[src/rtl/result_ddr_writeback_control_if.sv]
// Result buffer / DDR write port bundle for result_ddr_writeback_control.
// master = writeback controller side, slave = buffer/DDR/host side.
interface result_ddr_writeback_control_if #(
  parameter int DDR_ADDR_LEN = 32,
  parameter int ADDR_LEN     = 16,
  parameter int DATA_LEN     = 64,
  parameter int SINGLE_LEN   = 24
);
  logic                    conf;
  logic [SINGLE_LEN-1:0]   line_num;
  logic [DDR_ADDR_LEN-1:0] ddr_st_addr;
  logic [ADDR_LEN-1:0]     rb_st_addr;
  logic [DDR_ADDR_LEN-1:0] ddr_st_addr_out;
  logic [SINGLE_LEN-1:0]   ddr_len;
  logic                    ddr_conf;
  logic [ADDR_LEN-1:0]     rb_addr;
  logic                    rb_rd_en;
  logic [DATA_LEN*8-1:0]   rb_data;
  logic                    ddr_fifo_full;
  logic                    ddr_fifo_wr;
  logic [DATA_LEN*8-1:0]   ddr_fifo_data;
  logic                    done;
  logic                    idle;

  modport master (
    input  conf, line_num, ddr_st_addr, rb_st_addr, rb_data, ddr_fifo_full,
    output ddr_st_addr_out, ddr_len, ddr_conf, rb_addr, rb_rd_en,
           ddr_fifo_wr, ddr_fifo_data, done, idle
  );
  modport slave (
    output conf, line_num, ddr_st_addr, rb_st_addr, rb_data, ddr_fifo_full,
    input  ddr_st_addr_out, ddr_len, ddr_conf, rb_addr, rb_rd_en,
           ddr_fifo_wr, ddr_fifo_data, done, idle
  );
endinterface

[src/rtl/result_ddr_writeback_control.sv]
// Result buffer -> DDR write FIFO mover with 1-cycle read latency and 2-entry skid.
// Optional macro WB_LANE_REVERSE_EN reverses the 8 DATA_LEN lanes of each written line.
module result_ddr_writeback_control #(
  parameter int DDR_ADDR_LEN = 32,
  parameter int ADDR_LEN     = 16,
  parameter int DATA_LEN     = 64,
  parameter int SINGLE_LEN   = 24
) (
  input  logic clk,
  input  logic rst_n,
  result_ddr_writeback_control_if.master bus
);
  localparam int LINE_W = DATA_LEN * 8;

  typedef enum logic [1:0] {S_IDLE, S_READ, S_DRAIN, S_DONE} state_t;

  state_t                  r_state, w_state_nxt;
  logic [SINGLE_LEN-1:0]   r_line_num, r_lines_read;
  logic [ADDR_LEN-1:0]     r_rb_st;
  logic [DDR_ADDR_LEN-1:0] r_ddr_addr;
  logic [SINGLE_LEN-1:0]   r_ddr_len;
  logic                    r_ddr_conf;
  logic                    r_inflight;
  logic [1:0]              r_skid_cnt;
  logic [LINE_W-1:0]       r_skid0, r_skid1;

  logic                    w_accept, w_rd_en, w_has_skid, w_wr, w_pop, w_push;
  logic [1:0]              w_occ;
  logic [LINE_W-1:0]       w_rb_lanes, w_wr_data;
  logic [7:0][DATA_LEN-1:0] w_in_lanes, w_out_lanes;

  assign w_in_lanes = bus.rb_data;
  for (genvar k = 0; k < 8; k++) begin : g_lane
`ifdef WB_LANE_REVERSE_EN
    assign w_out_lanes[k] = w_in_lanes[7-k];
`else
    assign w_out_lanes[k] = w_in_lanes[k];
`endif
  end
  assign w_rb_lanes = w_out_lanes;

  // Returning read data bypasses the skid only when nothing older is queued.
  assign w_has_skid = (r_skid_cnt != 2'd0);
  assign w_occ      = r_skid_cnt + {1'b0, r_inflight};
  assign w_wr       = !bus.ddr_fifo_full && (w_has_skid || r_inflight);
  assign w_pop      = w_has_skid && !bus.ddr_fifo_full;
  assign w_push     = r_inflight && !(w_wr && !w_has_skid);
  assign w_wr_data  = w_has_skid ? r_skid0 : (r_inflight ? w_rb_lanes : '0);

  always_ff @(posedge clk) begin
    if (!rst_n) r_state <= S_IDLE;
    else        r_state <= w_state_nxt;
  end

  always_comb begin
    w_state_nxt = r_state;
    w_accept    = 1'b0;
    w_rd_en     = 1'b0;
    case (r_state)
      S_IDLE: if (bus.conf) begin
        w_accept    = 1'b1;
        w_state_nxt = (bus.line_num == '0) ? S_DONE : S_READ;
      end
      S_READ: begin
        w_rd_en = (r_lines_read < r_line_num) && (w_occ < 2'd2);
        if (w_rd_en && (r_lines_read + SINGLE_LEN'(1) == r_line_num)) w_state_nxt = S_DRAIN;
      end
      // All reads issued: the job ends with the write that empties skid+inflight.
      S_DRAIN: if (w_wr && (w_occ == 2'd1)) w_state_nxt = S_DONE;
      S_DONE:  w_state_nxt = S_IDLE;
      default: w_state_nxt = S_IDLE;
    endcase
  end

  always_ff @(posedge clk) begin
    if (!rst_n) begin
      r_line_num   <= '0;
      r_lines_read <= '0;
      r_rb_st      <= '0;
      r_ddr_addr   <= '0;
      r_ddr_len    <= '0;
      r_ddr_conf   <= 1'b0;
      r_inflight   <= 1'b0;
      r_skid_cnt   <= 2'd0;
    end else begin
      r_ddr_conf <= w_accept && (bus.line_num != '0);
      r_inflight <= w_rd_en;
      if (w_accept) begin
        r_line_num   <= bus.line_num;
        r_lines_read <= '0;
        r_rb_st      <= bus.rb_st_addr;
        r_ddr_addr   <= bus.ddr_st_addr;
        r_ddr_len    <= bus.line_num * SINGLE_LEN'(DATA_LEN);
      end else if (w_rd_en) begin
        r_lines_read <= r_lines_read + SINGLE_LEN'(1);
      end
      case ({w_push, w_pop})
        2'b10:   r_skid_cnt <= r_skid_cnt + 2'd1;
        2'b01:   r_skid_cnt <= r_skid_cnt - 2'd1;
        default: r_skid_cnt <= r_skid_cnt;
      endcase
    end
  end

  // Skid payload needs no reset; r_skid_cnt qualifies it.
  always_ff @(posedge clk) begin
    if (w_pop)                                r_skid0 <= (r_skid_cnt == 2'd2) ? r_skid1 : w_rb_lanes;
    else if (w_push && r_skid_cnt == 2'd0)    r_skid0 <= w_rb_lanes;
    if (w_push && ((r_skid_cnt == 2'd1 && !w_pop) || r_skid_cnt == 2'd2))
      r_skid1 <= w_rb_lanes;
  end

  assign bus.ddr_st_addr_out = r_ddr_addr;
  assign bus.ddr_len         = r_ddr_len;
  assign bus.ddr_conf        = r_ddr_conf;
  assign bus.rb_addr         = r_rb_st + ADDR_LEN'(r_lines_read);
  assign bus.rb_rd_en        = w_rd_en;
  assign bus.ddr_fifo_wr     = w_wr;
  assign bus.ddr_fifo_data   = w_wr_data;
  assign bus.done            = (r_state == S_DONE);
  assign bus.idle            = (r_state == S_IDLE);
endmodule

[src/flat_wrapper.sv]
// flat-port wrapper written by rule: the top's interface ports become plain ports
module result_ddr_writeback_control_flat 
#(
  parameter int DDR_ADDR_LEN = 32,
  parameter int ADDR_LEN     = 16,
  parameter int DATA_LEN     = 64,
  parameter int SINGLE_LEN   = 24
)
  (clk, rst_n, bus_conf, bus_line_num, bus_ddr_st_addr, bus_rb_st_addr, bus_rb_data, bus_ddr_fifo_full, bus_ddr_st_addr_out, bus_ddr_len, bus_ddr_conf, bus_rb_addr, bus_rb_rd_en, bus_ddr_fifo_wr, bus_ddr_fifo_data, bus_done, bus_idle);
  result_ddr_writeback_control_if #(.DDR_ADDR_LEN(DDR_ADDR_LEN), .ADDR_LEN(ADDR_LEN), .DATA_LEN(DATA_LEN), .SINGLE_LEN(SINGLE_LEN)) bus_i ();
  input  logic clk;
  input  logic rst_n;
  input wire logic [$bits(bus_i.conf)-1:0] bus_conf;
  input wire logic [$bits(bus_i.line_num)-1:0] bus_line_num;
  input wire logic [$bits(bus_i.ddr_st_addr)-1:0] bus_ddr_st_addr;
  input wire logic [$bits(bus_i.rb_st_addr)-1:0] bus_rb_st_addr;
  input wire logic [$bits(bus_i.rb_data)-1:0] bus_rb_data;
  input wire logic [$bits(bus_i.ddr_fifo_full)-1:0] bus_ddr_fifo_full;
  output wire logic [$bits(bus_i.ddr_st_addr_out)-1:0] bus_ddr_st_addr_out;
  output wire logic [$bits(bus_i.ddr_len)-1:0] bus_ddr_len;
  output wire logic [$bits(bus_i.ddr_conf)-1:0] bus_ddr_conf;
  output wire logic [$bits(bus_i.rb_addr)-1:0] bus_rb_addr;
  output wire logic [$bits(bus_i.rb_rd_en)-1:0] bus_rb_rd_en;
  output wire logic [$bits(bus_i.ddr_fifo_wr)-1:0] bus_ddr_fifo_wr;
  output wire logic [$bits(bus_i.ddr_fifo_data)-1:0] bus_ddr_fifo_data;
  output wire logic [$bits(bus_i.done)-1:0] bus_done;
  output wire logic [$bits(bus_i.idle)-1:0] bus_idle;
  assign bus_i.conf = bus_conf;
  assign bus_i.line_num = bus_line_num;
  assign bus_i.ddr_st_addr = bus_ddr_st_addr;
  assign bus_i.rb_st_addr = bus_rb_st_addr;
  assign bus_i.rb_data = bus_rb_data;
  assign bus_i.ddr_fifo_full = bus_ddr_fifo_full;
  assign bus_ddr_st_addr_out = bus_i.ddr_st_addr_out;
  assign bus_ddr_len = bus_i.ddr_len;
  assign bus_ddr_conf = bus_i.ddr_conf;
  assign bus_rb_addr = bus_i.rb_addr;
  assign bus_rb_rd_en = bus_i.rb_rd_en;
  assign bus_ddr_fifo_wr = bus_i.ddr_fifo_wr;
  assign bus_ddr_fifo_data = bus_i.ddr_fifo_data;
  assign bus_done = bus_i.done;
  assign bus_idle = bus_i.idle;
  result_ddr_writeback_control #(.DDR_ADDR_LEN(DDR_ADDR_LEN), .ADDR_LEN(ADDR_LEN), .DATA_LEN(DATA_LEN), .SINGLE_LEN(SINGLE_LEN)) u_core (.clk(clk), .rst_n(rst_n), .bus(bus_i));
endmodule
[config.mk]
export PLATFORM = sky130hd
export DESIGN_NAME = result_ddr_writeback_control_flat
export DESIGN_NICKNAME = d
export VERILOG_FILES = /design/src/rtl/result_ddr_writeback_control_if.sv /design/src/rtl/result_ddr_writeback_control.sv /design/src/flat_wrapper.sv
export SDC_FILE = /design/constraint.sdc
export NUM_CORES = 2
export LEC_CHECK = 0
export ABC_CLOCK_PERIOD_IN_PS = 34200
export CORE_AREA = 10 10 448 450
export CTS_BUF_LIST = sky130_fd_sc_hd__clkbuf_8 sky130_fd_sc_hd__clkbuf_16
export DETAILED_ROUTE_END_ITERATION = 7
export DIE_AREA = 0 0 458 460
export PLACE_DENSITY = 0.45
export REMOVE_ABC_BUFFERS = 1
export SLEW_MARGIN = 25
export SYNTH_ARGS = -nofsm -noshare
export SYNTH_HDL_FRONTEND = slang
export SYNTH_SLANG_ARGS = --single-unit
export TNS_END_PERCENT = 30
[constraint.sdc]
create_clock -name clk -period 34.2 [get_ports clk]
set_input_delay 3.42 -clock clk [delete_from_list [all_inputs] [get_ports clk]]
set_output_delay 3.42 -clock clk [all_outputs]
set_load 0.01 [all_outputs]
==> metrics.md <==
| Metric | Value |
|---|---|
| Clock root buffer | `clkbuf_16` |
| Max Cap Viol | `0` |
| Clock Sinks | `1,126` |
| Outcome | `completed` |
| Hold buffers post-CTS | `0` |
| CTS resizes | `0` |
| I/O Buffers | `about 1,200` |
| Fin crit share | `between 20% and 30%` |
| Initial antenna violation count | `88` |
| Worst slew pin tran | `1090 ps` |
| Synth Register Bits | `1,126` |
| Worst hold path depth | `1` |
| Mapped Cells | `2,882` |
| Largest family of logic cells by synthesized area | `multiplexers` |
| Post-synthesis mux area share | `12.2%` |
| Most frequent CP cell | `buf_4` |
| Clock skew | `about 28 ps` |
| HP Class | `reg2reg` |
| DR pass1 iterations | `5` |
| Average size of a mapped cell | `16.5 um^2` |
| Via count | `31,000` |
| First-pass GRT wire length | `between 200,000 and 300,000 um` |
| Fin nets | `4,657` |
| Initial Util | `24.8%` |
| Crit Path Category | `reg2out` |
| Worst path cell trace | `inv_1, ha_1, inv_8, nor2_4, buf_6, buf_4, buf_4, a22o_1, clkdlybuf4s50_1` |
| Final critical-path required period | `8700 ps` |
| ANT nets after route | `0` |
| Placer Congestion | `0.803` |
| Worst R2R Path Depth | `10` |
| Pwr Density | `77.3 nW/um^2` |
| Post-Synth Simple-Gate Area | `approximately 2.1%` |
| GRT Overall Usage | `~17%` |
| Xor/xnor share of the synthesized area | `under 10%` |
| Post-DR wirelength/cell | `28.3 um` |
| Power after layout | `5.12 mW` |
| Worst slack, placed | `25,840 ps` |
| Placed Instances | `6,403` |
| Largest net degree at the start of global routing | `168` |
| Design area | `66,300 um^2` |
| Adder-cell share of the synthesized area | `1.33%` |
| Hpwl dp | `135,000 um` |
| Number of flops mapped to enable cells by yosys | `1,024` |
| DR iter-0 viols | `1,796` |
| Top_reg_cell synth | `edfxtp_1` |
| Distinct cell type count after synthesis | `58` |
| Area delta synth->final | `39.5%` |
| Max Fclk | `115 MHz` |
| Die Y | `460 um` |
| Area after DPL | `61,900 um^2` |
| Slew HR | `27.4%` |
| Final Setup Violations | `0` |
| Vias in the first global route | `approximately 32,000` |
| Unrepaired setup endpoints after global routing | `false` |
| Final Hold Vio Count | `0` |
| I/O pin cnt | `~1,200` |
| Worst stage delay on the critical path | `830 ps` |
| Warnings from Yosys | `0` |
| Clock-pin slew on the worst setup and hold paths | `50 ps` |
| Yosys top cell area share | `64.7%` |
| Lkg Pwr | `22.0 nW` |
| H-tree depth | `4` |
| Routed WL | `~190,000 um` |
| Data required, critical path | `roughly 30,000 ps` |
| Final setup TNS | `0 ps` |
| Max-slew violations | `0` |
| Worst Slack Setup Final | `about 26,000 ps` |
| Seq/Total Area, Yosys | `69.0%` |
| Cell Area, Synth | `47,500 um^2` |
| Clock tree buffer depth | `3` |
| Setup bufs post-CTS | `0` |
| Synth Area in Compound Gates | `11.6%` |
| Die area | `211,000 um^2` |
| CORE AREA | `approximately 190,000 um^2` |
| Dominant cells by area after synthesis | `edfxtp_1 (65%), mux2_2 (12%), a22o_1 (10%)` |
| Final std cells w/o fill | `about 6,700` |
| Final-layout fill cell count | `18,600` |
| DRC viols | `0` |
| Vias per cell | `~4.6` |
| Startpoint types | `flip-flop` |
| Overflow after GRT | `0` |
| Layout cells sized above 1 | `18.5%` |
| Asr flop ratio synth | `0%` |
| CP max stage cell | `buf_4` |
| Arrival time at the worst endpoint | `approximately 5300 ps` |
| Crit-path max FO | `106` |
| Row cnt | `161` |
| Worst VDD drop | `0.0000916 V` |
| CTS tree | `yes` |
| Chip Width | `458 um` |
| Setup crit end kind | `primary output` |
| CTS Buf Count | `140` |
| Synth area leader | `edfxtp_1` |
| Worst-skew pair later-pin latency | `between 700 and 800 ps` |
path summary, 6_finish.rpt:
check	slack, ps	start	to
max	25500	u_core.r_skid_cnt[0]$_SDFFE_PN0P_	bus_ddr_fifo_data[463]
min reg2reg	480	u_core.bus.ddr_st_addr_out[29]$_SDFFE_PN0P_	u_core.bus.ddr_st_addr_out[29]$_SDFFE_PN0P_
max reg2reg	28450	u_core.r_skid_cnt[0]$_SDFFE_PN0P_	u_core.r_skid0[66]$_DFFE_PP_
min	480	u_core.bus.ddr_st_addr_out[29]$_SDFFE_PN0P_	u_core.bus.ddr_st_addr_out[29]$_SDFFE_PN0P_
state kept, by name, indices dropped and copies added (netlist names):
name                        flops
u_core.r_state                  2
u_core.r_inflight               1
u_core.r_rb_st                 16
u_core.bus.ddr_st_addr_out     32
u_core.r_skid0                512
u_core.r_skid_cnt               2
u_core.r_skid1                512
u_core.r_lines_read            24
u_core.bus.ddr_conf             1
u_core.r_line_num              24
power breakdown:
part           internal (mW)  switching [mW]  total (mW)
clock network          0.809           0.614        1.42
registers               1.76          0.0650        1.82
logic                  0.848            1.03        1.87
total                   3.42            1.70        5.12
cells in the final DEF, fill, tap and decap left out, types with 4 or more instances in the layout:
cell type,n
a21o_1,8
a21oi_1,21
a22o_1,559
a31oi_1,5
and2_1,6
and3_1,8
buf_4,34
buf_6,4
bufinv_16,4
clkbuf_16,145
clkbuf_8,4
clkdlybuf4s50_1,1170
clkinv_1,32
clkinv_2,25
conb_1,6
dfxtp_1,102
diode_2,17
edfxtp_1,1024
ha_1,49
inv_1,71
inv_6,4
mux2_2,514
nand2_1,55
nand3_1,21
nand4_1,17
nor2_1,39
nor2b_1,4
nor3_1,8
nor4_1,8
o21ai_0,43
xnor2_1,39
xor2_1,35
area by class of cell:
| cell class | count | area [um^2] | share of cell area, % |
|---|---|---|---|
| Tap cell | 2526 | 3160 | 4.77 |
| Clock buffer | 149 | 3680 | 5.56 |
| Multi-Input combinational cell | 1495 | 13600 | 20.6 |
| Antenna cell | 17 | 42.5 | 0.0642 |
| Clock inverter | 103 | 678 | 1.02 |
| Timing Repair Buffer | 1212 | 12100 | 18.3 |
| Inverter | 44 | 173 | 0.261 |
| Sequential cell | 1126 | 32800 | 49.5 |
layer usage:
| layer | vias up | global-route usage [%] | routed length [um] |
|---|---|---|---|
| met3 | 321 | 6.75 | 16600 |
| met2 | 1118 | 28.4 | 90500 |
| met4 | 42 | 4.57 | 4520 |
| li1 | 13900 | - | - |
| met1 | 15600 | 20.2 | 76600 |
| met5 | - | 0 | 245 |
per-stage QoR:
step	hold WS (ps)	util, %
after global routing	502	34.6
after CTS	484	34.6
after floorplan	456	-
after detailed placement	462	32.3
after global placement	463	32.3
final	485	34.6
cell usage after synthesis, types with 2 or more instances:
library cell	instances
clkbuf_1	189
a31oi_1	5
nor2_1	41
nor4_1	8
a211oi_1	3
and3_1	9
nor2b_1	4
nand2_1	56
nor4_2	2
mux2i_1	3
nand4_1	17
edfxtp_1	1024
and2_1	8
o311ai_0	2
inv_1	43
mux2_2	514
o31a_1	2
dfxtp_1	102
o21ai_0	43
buf_4	25
nand2b_1	3
nand3b_1	2
nand3_1	21
a21o_1	8
nor4_4	2
nor3_1	8
and4_1	3
ha_1	49
a21oi_1	21
xnor2_1	39
xor2_1	35
a22o_1	559
buf_2	7
worst max-delay path, delay by kind of cell (launching register included):
kind                     cells  cell delay [ps]
buffers and inverters        6             3180
flip-flops                   1              350
adder cells (fa/ha/maj)      1              330
AND/OR/NAND/NOR              1              250
AO/OA/AOI/OAI                1              230
cell families (layout without fill, tap and decap cells):
| logic type | Yosys count | in the layout |
|---|---|---|
| xor+xnor | 74 | 74 |
| simple gates | 190 | 190 |
| buf+inv | 266 | 1508 |
| flops | 1126 | 1126 |
| mux | 517 | 517 |
| fa+ha+maj | 50 | 50 |
| compound gates | 658 | 658 |
| other cells | 1 | 23 |
(Power assumes the default switching activity.)
